--- config.mk ---
export PLATFORM = sky130hd
export DESIGN_NAME = apb_to_ahbl
export DESIGN_NICKNAME = d
export VERILOG_FILES = /design/src/rtl/apb_to_ahbl.sv
export SDC_FILE = /design/constraint.sdc
export NUM_CORES = 1
export LEC_CHECK = 0
export BUFFER_PORTS_ARGS = -buffer_cell sky130_fd_sc_hd__buf_2
export CAP_MARGIN = 25
export CORE_MARGIN = 2
export CORE_UTILIZATION = 48
export DETAILED_ROUTE_END_ITERATION = 6
export HOLD_SLACK_MARGIN = 0.12
export PLACE_DENSITY = 0.84
export SLEW_MARGIN = 25
export SYNTH_ARGS = -nofsm -noshare
export SYNTH_HDL_FRONTEND = slang
export SYNTH_SLANG_ARGS = --single-unit
--- constraint.sdc ---
create_clock -name clk -period 2 [get_ports clk]
set_clock_uncertainty 0.1 [all_clocks]
set_input_delay 0 -clock clk [delete_from_list [all_inputs] [get_ports clk]]
set_output_delay 0 -clock clk [all_outputs]
set_load 0.02 [all_outputs]
--- src/rtl/apb_to_ahbl.sv ---
// APB3 completer to AHB-Lite manager bridge.
// Each APB transfer becomes exactly one word-sized AHB-Lite SINGLE transfer.
// Only one transfer is in flight at a time. The APB access phase is held
// with pready=0 until the AHB data phase completes.
//
// Ports:
//   clk, rst_n         clock, asynchronous active-low reset
//   apbs_*             APB3 completer interface (psel/penable/pwrite/paddr/pwdata in,
//                      prdata/pready/pslverr out)
//   ahblm_*            AHB-Lite manager interface (haddr/hwrite/htrans/hsize/hburst/
//                      hprot/hmastlock/hwdata out, hready/hresp/hrdata in)
module apb_to_ahbl #(
    parameter int unsigned         W_PADDR    = 16,
    parameter int unsigned         W_HADDR    = 32,
    parameter logic [W_HADDR-1:0]  HADDR_BASE = '0,
    parameter logic [3:0]          HPROT_VAL  = 4'b0011
) (
    input  logic                 clk,
    input  logic                 rst_n,

    input  logic                 apbs_psel,
    input  logic                 apbs_penable,
    input  logic                 apbs_pwrite,
    input  logic [W_PADDR-1:0]   apbs_paddr,
    input  logic [31:0]          apbs_pwdata,
    output logic [31:0]          apbs_prdata,
    output logic                 apbs_pready,
    output logic                 apbs_pslverr,

    output logic [W_HADDR-1:0]   ahblm_haddr,
    output logic                 ahblm_hwrite,
    output logic [1:0]           ahblm_htrans,
    output logic [2:0]           ahblm_hsize,
    output logic [2:0]           ahblm_hburst,
    output logic [3:0]           ahblm_hprot,
    output logic                 ahblm_hmastlock,
    input  logic                 ahblm_hready,
    input  logic                 ahblm_hresp,
    output logic [31:0]          ahblm_hwdata,
    input  logic [31:0]          ahblm_hrdata
);

    localparam int unsigned W_DATA = 32;

    localparam logic [1:0] HTRANS_IDLE   = 2'b00;
    localparam logic [1:0] HTRANS_NONSEQ = 2'b10;
    localparam logic [2:0] HSIZE_WORD    = 3'b010;
    localparam logic [2:0] HBURST_SINGLE = 3'b000;

    typedef enum logic [1:0] {
        S_IDLE = 2'b00,
        S_ADDR = 2'b01,
        S_DATA = 2'b10,
        S_RESP = 2'b11
    } state_e;

    state_e              state_q,   state_d;
    logic [W_HADDR-1:0]  haddr_q,   haddr_d;
    logic                hwrite_q,  hwrite_d;
    logic [1:0]          htrans_q,  htrans_d;
    logic [W_DATA-1:0]   wdata_q,   wdata_d;
    logic [W_DATA-1:0]   hwdata_q,  hwdata_d;
    logic [W_DATA-1:0]   prdata_q,  prdata_d;
    logic                pready_q,  pready_d;
    logic                pslverr_q, pslverr_d;

    // Byte-offset bits of paddr never reach the AHB side; transfers are word-aligned.
    logic [1:0]          unused_paddr_lsbs;
    assign unused_paddr_lsbs = apbs_paddr[1:0];

    // Word-aligned AHB address for the APB address presented in setup.
    logic [W_HADDR-1:0]  haddr_setup;
    assign haddr_setup = HADDR_BASE | W_HADDR'({apbs_paddr[W_PADDR-1:2], 2'b00});

    // State and output registers.
    always_ff @(posedge clk or negedge rst_n) begin
        if (!rst_n) begin
            state_q   <= S_IDLE;
            haddr_q   <= '0;
            hwrite_q  <= 1'b0;
            htrans_q  <= HTRANS_IDLE;
            wdata_q   <= '0;
            hwdata_q  <= '0;
            prdata_q  <= '0;
            pready_q  <= 1'b0;
            pslverr_q <= 1'b0;
        end else begin
            state_q   <= state_d;
            haddr_q   <= haddr_d;
            hwrite_q  <= hwrite_d;
            htrans_q  <= htrans_d;
            wdata_q   <= wdata_d;
            hwdata_q  <= hwdata_d;
            prdata_q  <= prdata_d;
            pready_q  <= pready_d;
            pslverr_q <= pslverr_d;
        end
    end

    // Next-state and next-output decode; registered outputs reflect the state being entered.
    always_comb begin
        state_d   = state_q;
        haddr_d   = haddr_q;
        hwrite_d  = hwrite_q;
        htrans_d  = HTRANS_IDLE;
        wdata_d   = wdata_q;
        hwdata_d  = hwdata_q;
        prdata_d  = prdata_q;
        pready_d  = 1'b0;
        pslverr_d = pslverr_q;

        case (state_q)
            S_IDLE: begin
                pslverr_d = 1'b0;
                // Only a genuine setup phase starts a transfer; a lone penable is ignored.
                if (apbs_psel && !apbs_penable) begin
                    haddr_d  = haddr_setup;
                    hwrite_d = apbs_pwrite;
                    wdata_d  = apbs_pwdata;
                    htrans_d = HTRANS_NONSEQ;
                    state_d  = S_ADDR;
                end
            end
            S_ADDR: begin
                // NONSEQ stays on the bus until the fabric accepts the address phase.
                htrans_d = HTRANS_NONSEQ;
                if (ahblm_hready) begin
                    htrans_d = HTRANS_IDLE;
                    hwdata_d = wdata_q;
                    state_d  = S_DATA;
                end
            end
            S_DATA: begin
                // The first cycle of a two-cycle error has hready=0 and is simply waited out.
                if (ahblm_hready) begin
                    if (!hwrite_q) begin
                        prdata_d = ahblm_hrdata;
                    end
                    pslverr_d = ahblm_hresp;
                    pready_d  = 1'b1;
                    state_d   = S_RESP;
                end
            end
            S_RESP: begin
                pslverr_d = 1'b0;
                state_d   = S_IDLE;
            end
            default: begin
                state_d = S_IDLE;
            end
        endcase
    end

    assign apbs_prdata     = prdata_q;
    assign apbs_pready     = pready_q;
    assign apbs_pslverr    = pslverr_q;

    assign ahblm_haddr     = haddr_q;
    assign ahblm_hwrite    = hwrite_q;
    assign ahblm_htrans    = htrans_q;
    assign ahblm_hwdata    = hwdata_q;
    assign ahblm_hsize     = HSIZE_WORD;
    assign ahblm_hburst    = HBURST_SINGLE;
    assign ahblm_hprot     = HPROT_VAL;
    assign ahblm_hmastlock = 1'b0;

endmodule

==> results of run 1 <==
[synth_stat cells]
cell and number:
buf_4 30, mux2_4 30, nor2_1 2, and2b_2 1, and2_4 1, buf_2 8
o21ai_0 3, mux2_2 82, nand2b_2 1, dfrtp_1 116, nand2b_1 1, and3_2 1
conb_1 2, buf_12 3, inv_1 3, buf_6 1, ha_1 3, a2bb2oi_1 1
nand3b_1 1, nand2_1 2, o32a_1 1
[power by group through the flow]
stage                     clock network [uW]  logic [uW]  registers (uW)
after floorplan                            0        1970            5110
after global placement                     0        4120            4060
after detailed placement                   0        4270            4160
after CTS                               3000        4420            4130
after global routing                    3130        4680            4300
final                                   2940        4400            4160
[area by class of cell]
class	instances	area, sq um	share of cell area (%)
inverters	3	11.26	0.1583
flip-flops and latches	116	2903	40.79
well taps	133	166.4	2.339
multi-input cells	160	1620	22.77
clock inverters	10	130.1	1.829
clock buffers	22	452.9	6.365
repair buffers	262	1832	25.74
[logic make-up after synthesis]
| family | count (synthesis) | share of synthesized area [%] |
|---|---|---|
| fa+ha+maj | 3 | 0.7877 |
| other cells | 2 | 0.1576 |
| buf+inv | 45 | 7.299 |
| compound gates | 5 | 0.7088 |
| simple gates | 10 | 1.313 |
| flops | 116 | 60.91 |
| mux | 112 | 28.83 |
[cell usage in the layout, fill, tap and decap left out, drive strengths merged]
cell,count
and3,1
buf,176
dlygate4sd3,86
mux2,112
clkinv,5
nand3b,1
bufinv,3
dfrtp,116
clkinvlp,2
nand2,2
inv,3
ha,3
and2b,1
clkbuf,22
o32a,1
o21ai,3
nor2,2
and2,1
nand2b,2
a2bb2oi,1
conb,30
[metal layers]
layer  vias up  track usage [%]
li1       1494                -
met1      1607            23.75
met2       119            38.84
met3        20            6.104
met4         0            8.205
met5         -                0
[what timing repair did]
action                                 in CTS  in global routing
setup buffers                               0                  0
setup endpoints to repair                   0                  0
hold buffers                               87                  0
endpoints found under the hold margin     202                  0
[flip-flops by register name, indices dropped and copies added (netlist names)]
name / count
ahblm_haddr: 14
ahblm_htrans: 1
ahblm_hwdata: 32
ahblm_hwrite: 1
apbs_prdata: 32
apbs_pready: 1
apbs_pslverr: 1
state_q: 2
wdata_q: 32
[stage by stage]
stage	setup slack (ns)	power, uW	area [sq um]	hold slack, ns
3_3_place_gp	0.2213	8179	5652	-0.1622
5_1_grt	0.07727	12110	7116	0.1470
3_5_place_dp	0.1406	8427	5652	-0.1575
2_1_floorplan	0.2895	7075	4871	-0.3956
6_report	0.1474	11500	7116	0.1609
4_1_cts	0.1445	11550	7116	0.1359
[worst max-delay path by stage]
stage	endpoint	slack (ns)	cells after the start
final	apbs_prdata[29]$_DFFE_PN0P_	0.15	6
after global routing	apbs_prdata[29]$_DFFE_PN0P_	0.08	6
after CTS	apbs_prdata[22]$_DFFE_PN0P_	0.14	6
after detailed placement	apbs_prdata[22]$_DFFE_PN0P_	0.14	6
after global placement	apbs_prdata[9]$_DFFE_PN0P_	0.22	6
after floorplan	ahblm_haddr[10]$_DFFE_PN0P_	0.29	6
[worst register-to-register path, stage by stage, from the launching register on]
cell and delay [ns]:
dfrtp_1 0.38, inv_1 0.08, ha_1 0.25, and2_4 0.16, nand2b_2 0.09, buf_4 0.33, mux2_4 0.35
==> impl_metrics.yaml, run 1 <==
status:
  status: "finished, final reports clean"
detailed_routing:
  routed_wirelength_um: 10970
  dr_wl_met3_um: 568
  wl_met2_um: 5953
  drcViolationCount: 0
  viasPerCell: 4.589
  firstDrtPassIters: 3
  wl_met1_um: 4248
  highest_layer: "met4"
  vias: 3240
  drt-wirelength-per-cell_um: 15.53
  antenna_left: 0
  drt_iter0_markers: 101
floorplanning:
  die_area_sq_um: 10740
  fp.dieW_um: 103.6
  ios: 199
  initial_core_util_pct: 49.21
  num_rows: 36
  core_area_sq_um: 9684
  die_h_um: 103.6
grt:
  grt_start_max_net_pins: 60
  grt_overflow: 0
  grt_first_pass_wirelength_um: 18040
  grtUsageTotal_pct: 21.40
  antenna_found_initial: 0
  first_global_vias: 3591
critical_path:
  critPathSlowestCell: "dfrtp_1"
  crit_start: "state_q[0]$_DFFE_PN0P_"
  cp_top_family: "buffers and inverters"
  worstPathCellList: "inv_1, ha_1, and2_4, nand2b_2, buf_4, mux2_4"
  timing.rr.end: "apbs_prdata[29]$_DFFE_PN0P_"
  path_buf_inv: 2
  worstPathArrival_ns: 2.13
  crit_required_ns: 2.28
  worstRegToRegCells: 6
  critPathMaxStageDelay_ns: 0.38
  rrSetupSlack_ns: 0.15
  r2r-start: "state_q[0]$_DFFE_PN0P_"
  critical_path.endpoint_type: "register"
  startpoint_type: "register"
  critPathMaxFanout: 18
  setup.worst_path.class: "reg2reg"
min_path:
  hold_depth: 3
  hp-class: "in2reg"
  holdPathEnd: "apbs_prdata[15]$_DFFE_PN0P_"
  min_from: "ahblm_hrdata[15]"
timing:
  max_freq_mhz: 539.8
  setup_tns_ns: 0
  setup_viol: 0
  period_share_pct: 92.63
  grt_setup_unrepaired: "false"
  finalMaxSlewViolations: 0
  hold_viol: 0
  period_needed_ns: 1.853
yosys:
  synth_cells: 293
  ys_ff_latch: 116
  syn_area_sq_um: 4766
  avgSynthCellArea_sq_um: 16.27
  yosysWarnings: 0
  synth_top_area_share_pct: 60.91
  ys_seq_area_share_pct: 60.91
  ys_top_cells_by_area: "dfrtp_1, mux2_2, mux2_4"
  ys_types: 21
  synth_area_leader_cell: "dfrtp_1"
clock_network:
  h-tree-depth: 4
  clk_latency_ns: 0.49
  clk_path_buf_depth: 2
  clock-root-buffer: "clkbuf_8"
  tritoncts: "yes"
  cts_sinks: 116
  path_clk_slew_ns: 0.05
  cts_buffers: 17
  post_cts_resized: 0
flow_run:
  max_cap_violations: 0
power:
  pwr-share-seq_pct: 36.2
  cellPowerDensity_nw_per_um2: 1616
  irDropWorstVdd_mv: 0.7804
  p_comb_share_pct: 38.3
  p_sw_share_pct: 33.41
  clock_power_share_pct: 25.6
  total_leakage_power_uw: 0.003601
  p_switching_uw: 3842
  p_int_uw: 7658
layout:
  layout.nets: 650
  syn_to_final_growth_pct: 49.30
  drive_gt1_share_pct: 56.02
  finalNonFillerCells: 706
  diodes: 0
  utilization_pct: 73.48
  fillers: 606
placed_design:
  dpl.cell_count: 587
  hpwl_um: 6714
  place_congestion: 0.7409
  io_buffer_count: 166
Power figures use the tool's default switching activity.
==> run 2, diff against run 1 <==
--- a/config.mk
+++ b/config.mk
@@ -8,10 +8,11 @@
 export BUFFER_PORTS_ARGS = -buffer_cell sky130_fd_sc_hd__buf_2
 export CAP_MARGIN = 25
 export CORE_MARGIN = 2
-export CORE_UTILIZATION = 48
+export CORE_UTILIZATION = 40
 export DETAILED_ROUTE_END_ITERATION = 6
 export HOLD_SLACK_MARGIN = 0.12
-export PLACE_DENSITY = 0.84
+export MAX_ROUTING_LAYER = met4
+export PLACE_DENSITY = 0.73
 export SLEW_MARGIN = 25
 export SYNTH_ARGS = -nofsm -noshare
 export SYNTH_HDL_FRONTEND = slang
==> constraint.sdc (replaced) <==
create_clock -name clk -period 2 [get_ports clk]
set_clock_uncertainty 0.1 [all_clocks]
set_input_delay 0.2 -clock clk [delete_from_list [all_inputs] [get_ports clk]]
set_output_delay 0.2 -clock clk [all_outputs]
set_load 0.02 [all_outputs]
==> run 2 against run 1 <==
Against the previous run: the run now ends with DRC left; sequential power down 1%; via count down 2.7%; final cell count up 0.28%; sequential share of layout area up 0.27 points; critical path depth unchanged; count of clock-buffer cells in the layout up 5; die area up 19%; non-clock buffer count down 7; critical path type unchanged.
==> impl_metrics.yaml, run 2 (same netlist as run 1, synthesis figures left out) <==
status:
  status: "finished, violations left"
  violations: "DRC"
clock_network:
  tritoncts: "yes"
  clk_path_buf_depth: 2
  cts_buffers: 17
  cts_setup_buffers: 0
  cts_sinks: 116
  post_cts_resized: 0
  clk_latency_ns: 0.40
  path_clk_slew_ns: 0.05
  h-tree-depth: 4
  postCtsHoldBufs: 82
  clock-root-buffer: "clkbuf_16"
placed_design:
  hpwl_um: 6509
  place_congestion: 0.8014
  dpl.cell_count: 595
  io_buffer_count: 166
detailed_routing:
  drt_iter0_markers: 160
  firstDrtPassIters: 6
  drcViolationCount: 18
  antenna_left: 0
  drt-wirelength-per-cell_um: 14.64
  vias: 3154
  viasPerCell: 4.455
  routed_wirelength_um: 10370
power:
  p_comb_share_pct: 38.4
  p_sw_share_pct: 32.77
  p_switching_uw: 3734
  irDropWorstVdd_mv: 0.9055
  total_leakage_power_uw: 0.003575
  power_uw: 11390
  pwr-share-seq_pct: 36.2
  cellPowerDensity_nw_per_um2: 1612
  clock_power_share_pct: 25.5
  p_int_uw: 7660
floorplanning:
  core_area_sq_um: 11520
  fp.dieW_um: 113.2
  ios: 199
  num_rows: 39
  die_h_um: 113.2
  die_area_sq_um: 12800
  initial_core_util_pct: 41.38
timing:
  period_share_pct: 88.52
  setup_tns_ns: 0
  hold_viol: 0
  max_freq_mhz: 564.9
  worst_slew_margin_rel_pct: 66.59
  worstMarginPinSlew_ns: 0.5012
  grt_setup_unrepaired: "false"
  finalMaxSlewViolations: 0
  period_needed_ns: 1.770
  setup_viol: 0
grt:
  grtUsageTotal_pct: 17.52
  grt_overflow: 0
  grt_first_pass_wirelength_um: 16770
  antenna_found_initial: 0
  grt_start_max_net_pins: 42
  first_global_vias: 3411
critical_path:
  startpoint_type: "register"
  setup.worst_path.class: "reg2reg"
  crit_required_ns: 2.18
  worstPathArrival_ns: 1.95
  critical_path.endpoint_type: "register"
  critPathMaxFanout: 32
min_path:
  hp-class: "in2reg"
layout:
  syn_to_final_growth_pct: 48.31
  final_common_cell: "buf_2"
  diodes: 0
  final_cell_mix: "buf_2, dfrtp_1, mux2_2, dlygate4sd3_1"
  layout.nets: 643
  finalNonFillerCells: 708
  drive_gt1_share_pct: 55.58
flow_run:
  max_cap_violations: 0
-- run 2: changes by cell type in the layout (fill, tap and decap cells not counted), sizes merged --
cell | previous run | this run
dlygate4sd3 | 86 | 82
clkinv | 5 | 2
buf | 176 | 173
clkbuf | 22 | 27
clkinvlp | 2 | 0
bufinv | 3 | 2
-- run 2: worst paths after layout --
kind,to,slack [ns],start,cells past startpoint
hold reg to reg,ahblm_hwdata[12]$_DFFE_PN0P_,0.39,wdata_q[12]$_DFFE_PN0P_,1
setup reg to reg,apbs_prdata[31]$_DFFE_PN0P_,0.23,state_q[0]$_DFFE_PN0P_,6
hold / removal,state_q[0]$_DFFE_PN0P_,0.17,apbs_psel,4
min in group asynchronous,ahblm_hwdata[17]$_DFFE_PN0P_,0.23,rst_n,2
max in group asynchronous,wdata_q[3]$_DFFE_PN0P_,0.98,rst_n,3
setup / recovery,apbs_prdata[31]$_DFFE_PN0P_,0.23,state_q[0]$_DFFE_PN0P_,6
-- run 2: worst max-delay path, cell delays in order (launching register included) --
cell and delay [ns]:
dfrtp_1 0.37, inv_1 0.07, ha_1 0.24, and2_4 0.16, nand2b_2 0.08, buf_12 0.24, mux2_2 0.36
-- run 2: layout make-up --
cell class	count	area (sq um)
sequential	116	2903
multi-input combinational	160	1620
tap	143	178.9
clock inverter	4	70.07
clock buffer	27	503.0
inverter	3	11.26
fill	869	4448
timing repair buffer	255	1782
-- run 2: routing by layer --
layer | wire, um | GRT usage (%)
met1 | 4113 | 18.76
met2 | 5407 | 29.86
met3 | 618 | 5.142
met4 | 226 | 8.293
met5 | 0 | -
-- run 2: through the flow --
step	hold WS (ns)	cell area (sq um)	util [%]	setup slack, ns
after detailed placement	0.1002	5674	49.27	0.2482
after global placement	0.09608	5674	49.27	0.2801
after floorplan	-0.1956	4871	-	0.2895
after global routing	0.1836	7068	61.38	0.1676
after CTS	0.1421	7068	61.38	0.2353
final	0.1655	7068	61.38	0.2296
-- run 2: power by group through the flow --
stage | combinational [uW] | sequential (uW) | clock, uW
finish | 4370 | 4120 | 2900
global route | 4650 | 4270 | 3100
CTS | 4400 | 4110 | 2980
detailed placement | 4260 | 4140 | 0
global placement | 4170 | 4040 | 0
floorplan | 1970 | 5110 | 0
==> run 3, diff against run 2 <==
--- a/config.mk
+++ b/config.mk
@@ -11,9 +11,10 @@
 export CORE_UTILIZATION = 40
 export DETAILED_ROUTE_END_ITERATION = 6
 export HOLD_SLACK_MARGIN = 0.12
-export MAX_ROUTING_LAYER = met4
 export PLACE_DENSITY = 0.73
+export REMOVE_ABC_BUFFERS = 1
 export SLEW_MARGIN = 25
 export SYNTH_ARGS = -nofsm -noshare
 export SYNTH_HDL_FRONTEND = slang
 export SYNTH_SLANG_ARGS = --single-unit
+export TNS_END_PERCENT = 1
==> run 3 against run 2 <==
Against the previous run: the run still ends with DRC left; largest cell class unchanged; final cell count shrank 0.28%; critical path type unchanged; worst hold slack gained 0.029 ns; sequential power grew 1%; clock power shrank 3%; via count grew 0.48%; cell area shrank 0.71%; flip-flop and latch count is the same; first-iteration DRC count shrank 8.1%; count of clock-buffer cells in the layout shrank 4.
==> impl_metrics.yaml, run 3 (same netlist as run 1, synthesis figures left out) <==
status:
  status: "finished, violations left"
  violations: "DRC"
clock_network:
  cts_setup_buffers: 0
  clock-root-buffer: "clkbuf_16"
  post_cts_resized: 0
  cts_buffers: 17
  cts_sinks: 116
  clk_latency_ns: 0.40
  h-tree-depth: 4
  path_clk_slew_ns: 0.05
  postCtsHoldBufs: 82
  tritoncts: "yes"
  clk_path_buf_depth: 2
layout:
  syn_to_final_growth_pct: 47.26
  final_cell_mix: "buf_2, dfrtp_1, mux2_2, dlygate4sd3_1"
  multi_input_area_sq_um: 1620
  diodes: 0
  final_area_sq_um: 7018
  regArea_sq_um: 2903
  fillers: 846
  utilization_pct: 60.94
  final_common_cell: "buf_2"
  layout.nets: 643
  drive_gt1_share_pct: 55.77
critical_path:
  rrSetupSlack_ns: 0.16
  path_buf_inv: 2
  cp-endpoint: "apbs_prdata[4]$_DFFE_PN0P_"
  timing.rr.end: "apbs_prdata[4]$_DFFE_PN0P_"
  startpoint_type: "register"
  setup.worst_path.class: "reg2reg"
  critical_path.endpoint_type: "register"
  critPathMaxStageDelay_ns: 0.37
  critPathSlowestCell: "dfrtp_1"
  crit_start: "state_q[0]$_DFFE_PN0P_"
  crit_required_ns: 2.18
  cp_top_family: "simple AND/OR/NAND/NOR gates"
  critPathMaxFanout: 18
  worstRegToRegCells: 6
  r2r-start: "state_q[0]$_DFFE_PN0P_"
  crit_cells: 6
  worstPathArrival_ns: 2.02
  worstPathCellList: "inv_1, ha_1, and2_4, nand2b_2, buf_12, mux2_4"
detailed_routing:
  routed_wirelength_um: 10340
  viasPerCell: 4.489
  drcViolationCount: 12
  vias: 3169
  antenna_left: 0
  drt-wirelength-per-cell_um: 14.65
  firstDrtPassIters: 6
  drt_iter0_markers: 147
flow_run:
  max_cap_violations: 0
timing:
  max_freq_mhz: 542.8
  hold_viol: 0
  period_needed_ns: 1.842
  worst_slew_margin_rel_pct: 60.03
  finalMaxSlewViolations: 0
  setup_tns_ns: 0
  worstMarginPinSlew_ns: 0.5995
  period_share_pct: 92.11
  worst_hold_slack_ns: 0.1944
  grt_setup_unrepaired: "false"
  setup_viol: 0
floorplanning:
  core_area_sq_um: 11520
  num_rows: 39
  ios: 199
  die_area_sq_um: 12800
  die_h_um: 113.2
  initial_core_util_pct: 41.38
  fp.dieW_um: 113.2
power:
  total_leakage_power_uw: 0.003555
  cellPowerDensity_nw_per_um2: 1610
  irDropWorstVdd_mv: 1.077
min_path:
  min_from: "apbs_psel"
  hp-class: "in2reg"
grt:
  grt_start_max_net_pins: 117
  grtUsageTotal_pct: 16.79
  grt_first_pass_wirelength_um: 16620
  first_global_vias: 3465
  antenna_found_initial: 0
  grt_overflow: 0
placed_design:
  io_buffer_count: 166
  dpl_cell_area_sq_um: 5649
  hpwl_um: 6237
  place_congestion: 0.7125
## run 3: metrics by stage
stage | setup slack, ns | total power, uW | std cells
floorplan | -0.5862 | 6951 | 279
global placement | 0.2175 | 8206 | 595
detailed placement | 0.1613 | 8382 | 595
CTS | 0.1467 | 11400 | 706
global route | 0.06869 | 11920 | 706
finish | 0.1578 | 11300 | 706
## run 3: worst reg2reg max path: cells and delay by family, from the launching register on
| family | cells | cell delay (ns) |
|---|---|---|
| adders and majority gates | 1 | 0.25 |
| buffers and inverters | 2 | 0.31 |
| DFF | 1 | 0.37 |
| muxes | 1 | 0.33 |
| and+or+nand+nor | 2 | 0.38 |
## run 3: per-layer routing
layer	GRT usage [%]	up-vias	share of wire, %
li1	-	1467	-
met1	18.90	1550	40
met2	28.66	138	52
met3	5.303	14	6.6
met4	8.618	0	1.4
met5	0	-	0
## run 3: how the worst min path moves through the flow
stage	end	slack [ns]	cells past startpoint
2_1_floorplan	ahblm_haddr[10]$_DFFE_PN0P_	-0.20	0
3_3_place_gp	ahblm_hwdata[1]$_DFFE_PN0P_	0.23	2
3_5_place_dp	ahblm_hwdata[1]$_DFFE_PN0P_	0.24	2
4_1_cts	state_q[0]$_DFFE_PN0P_	0.17	4
5_1_grt	state_q[0]$_DFFE_PN0P_	0.21	4
6_report	state_q[0]$_DFFE_PN0P_	0.19	4
## run 3: layout make-up
type	count	area share [%]
Clock buffer	23	6.668
Sequential cell	116	41.36
Inverter	3	0.1605
Timing Repair Buffer	255	25.03
Tap cell	143	2.549
Multi-Input combinational cell	160	23.09
Clock inverter	6	1.141
## run 3: power by group
| group | total, uW | switching, uW | internal, uW |
|---|---|---|---|
| registers | 4160 | 613 | 3550 |
| logic | 4330 | 2180 | 2150 |
| clock network | 2810 | 946 | 1860 |
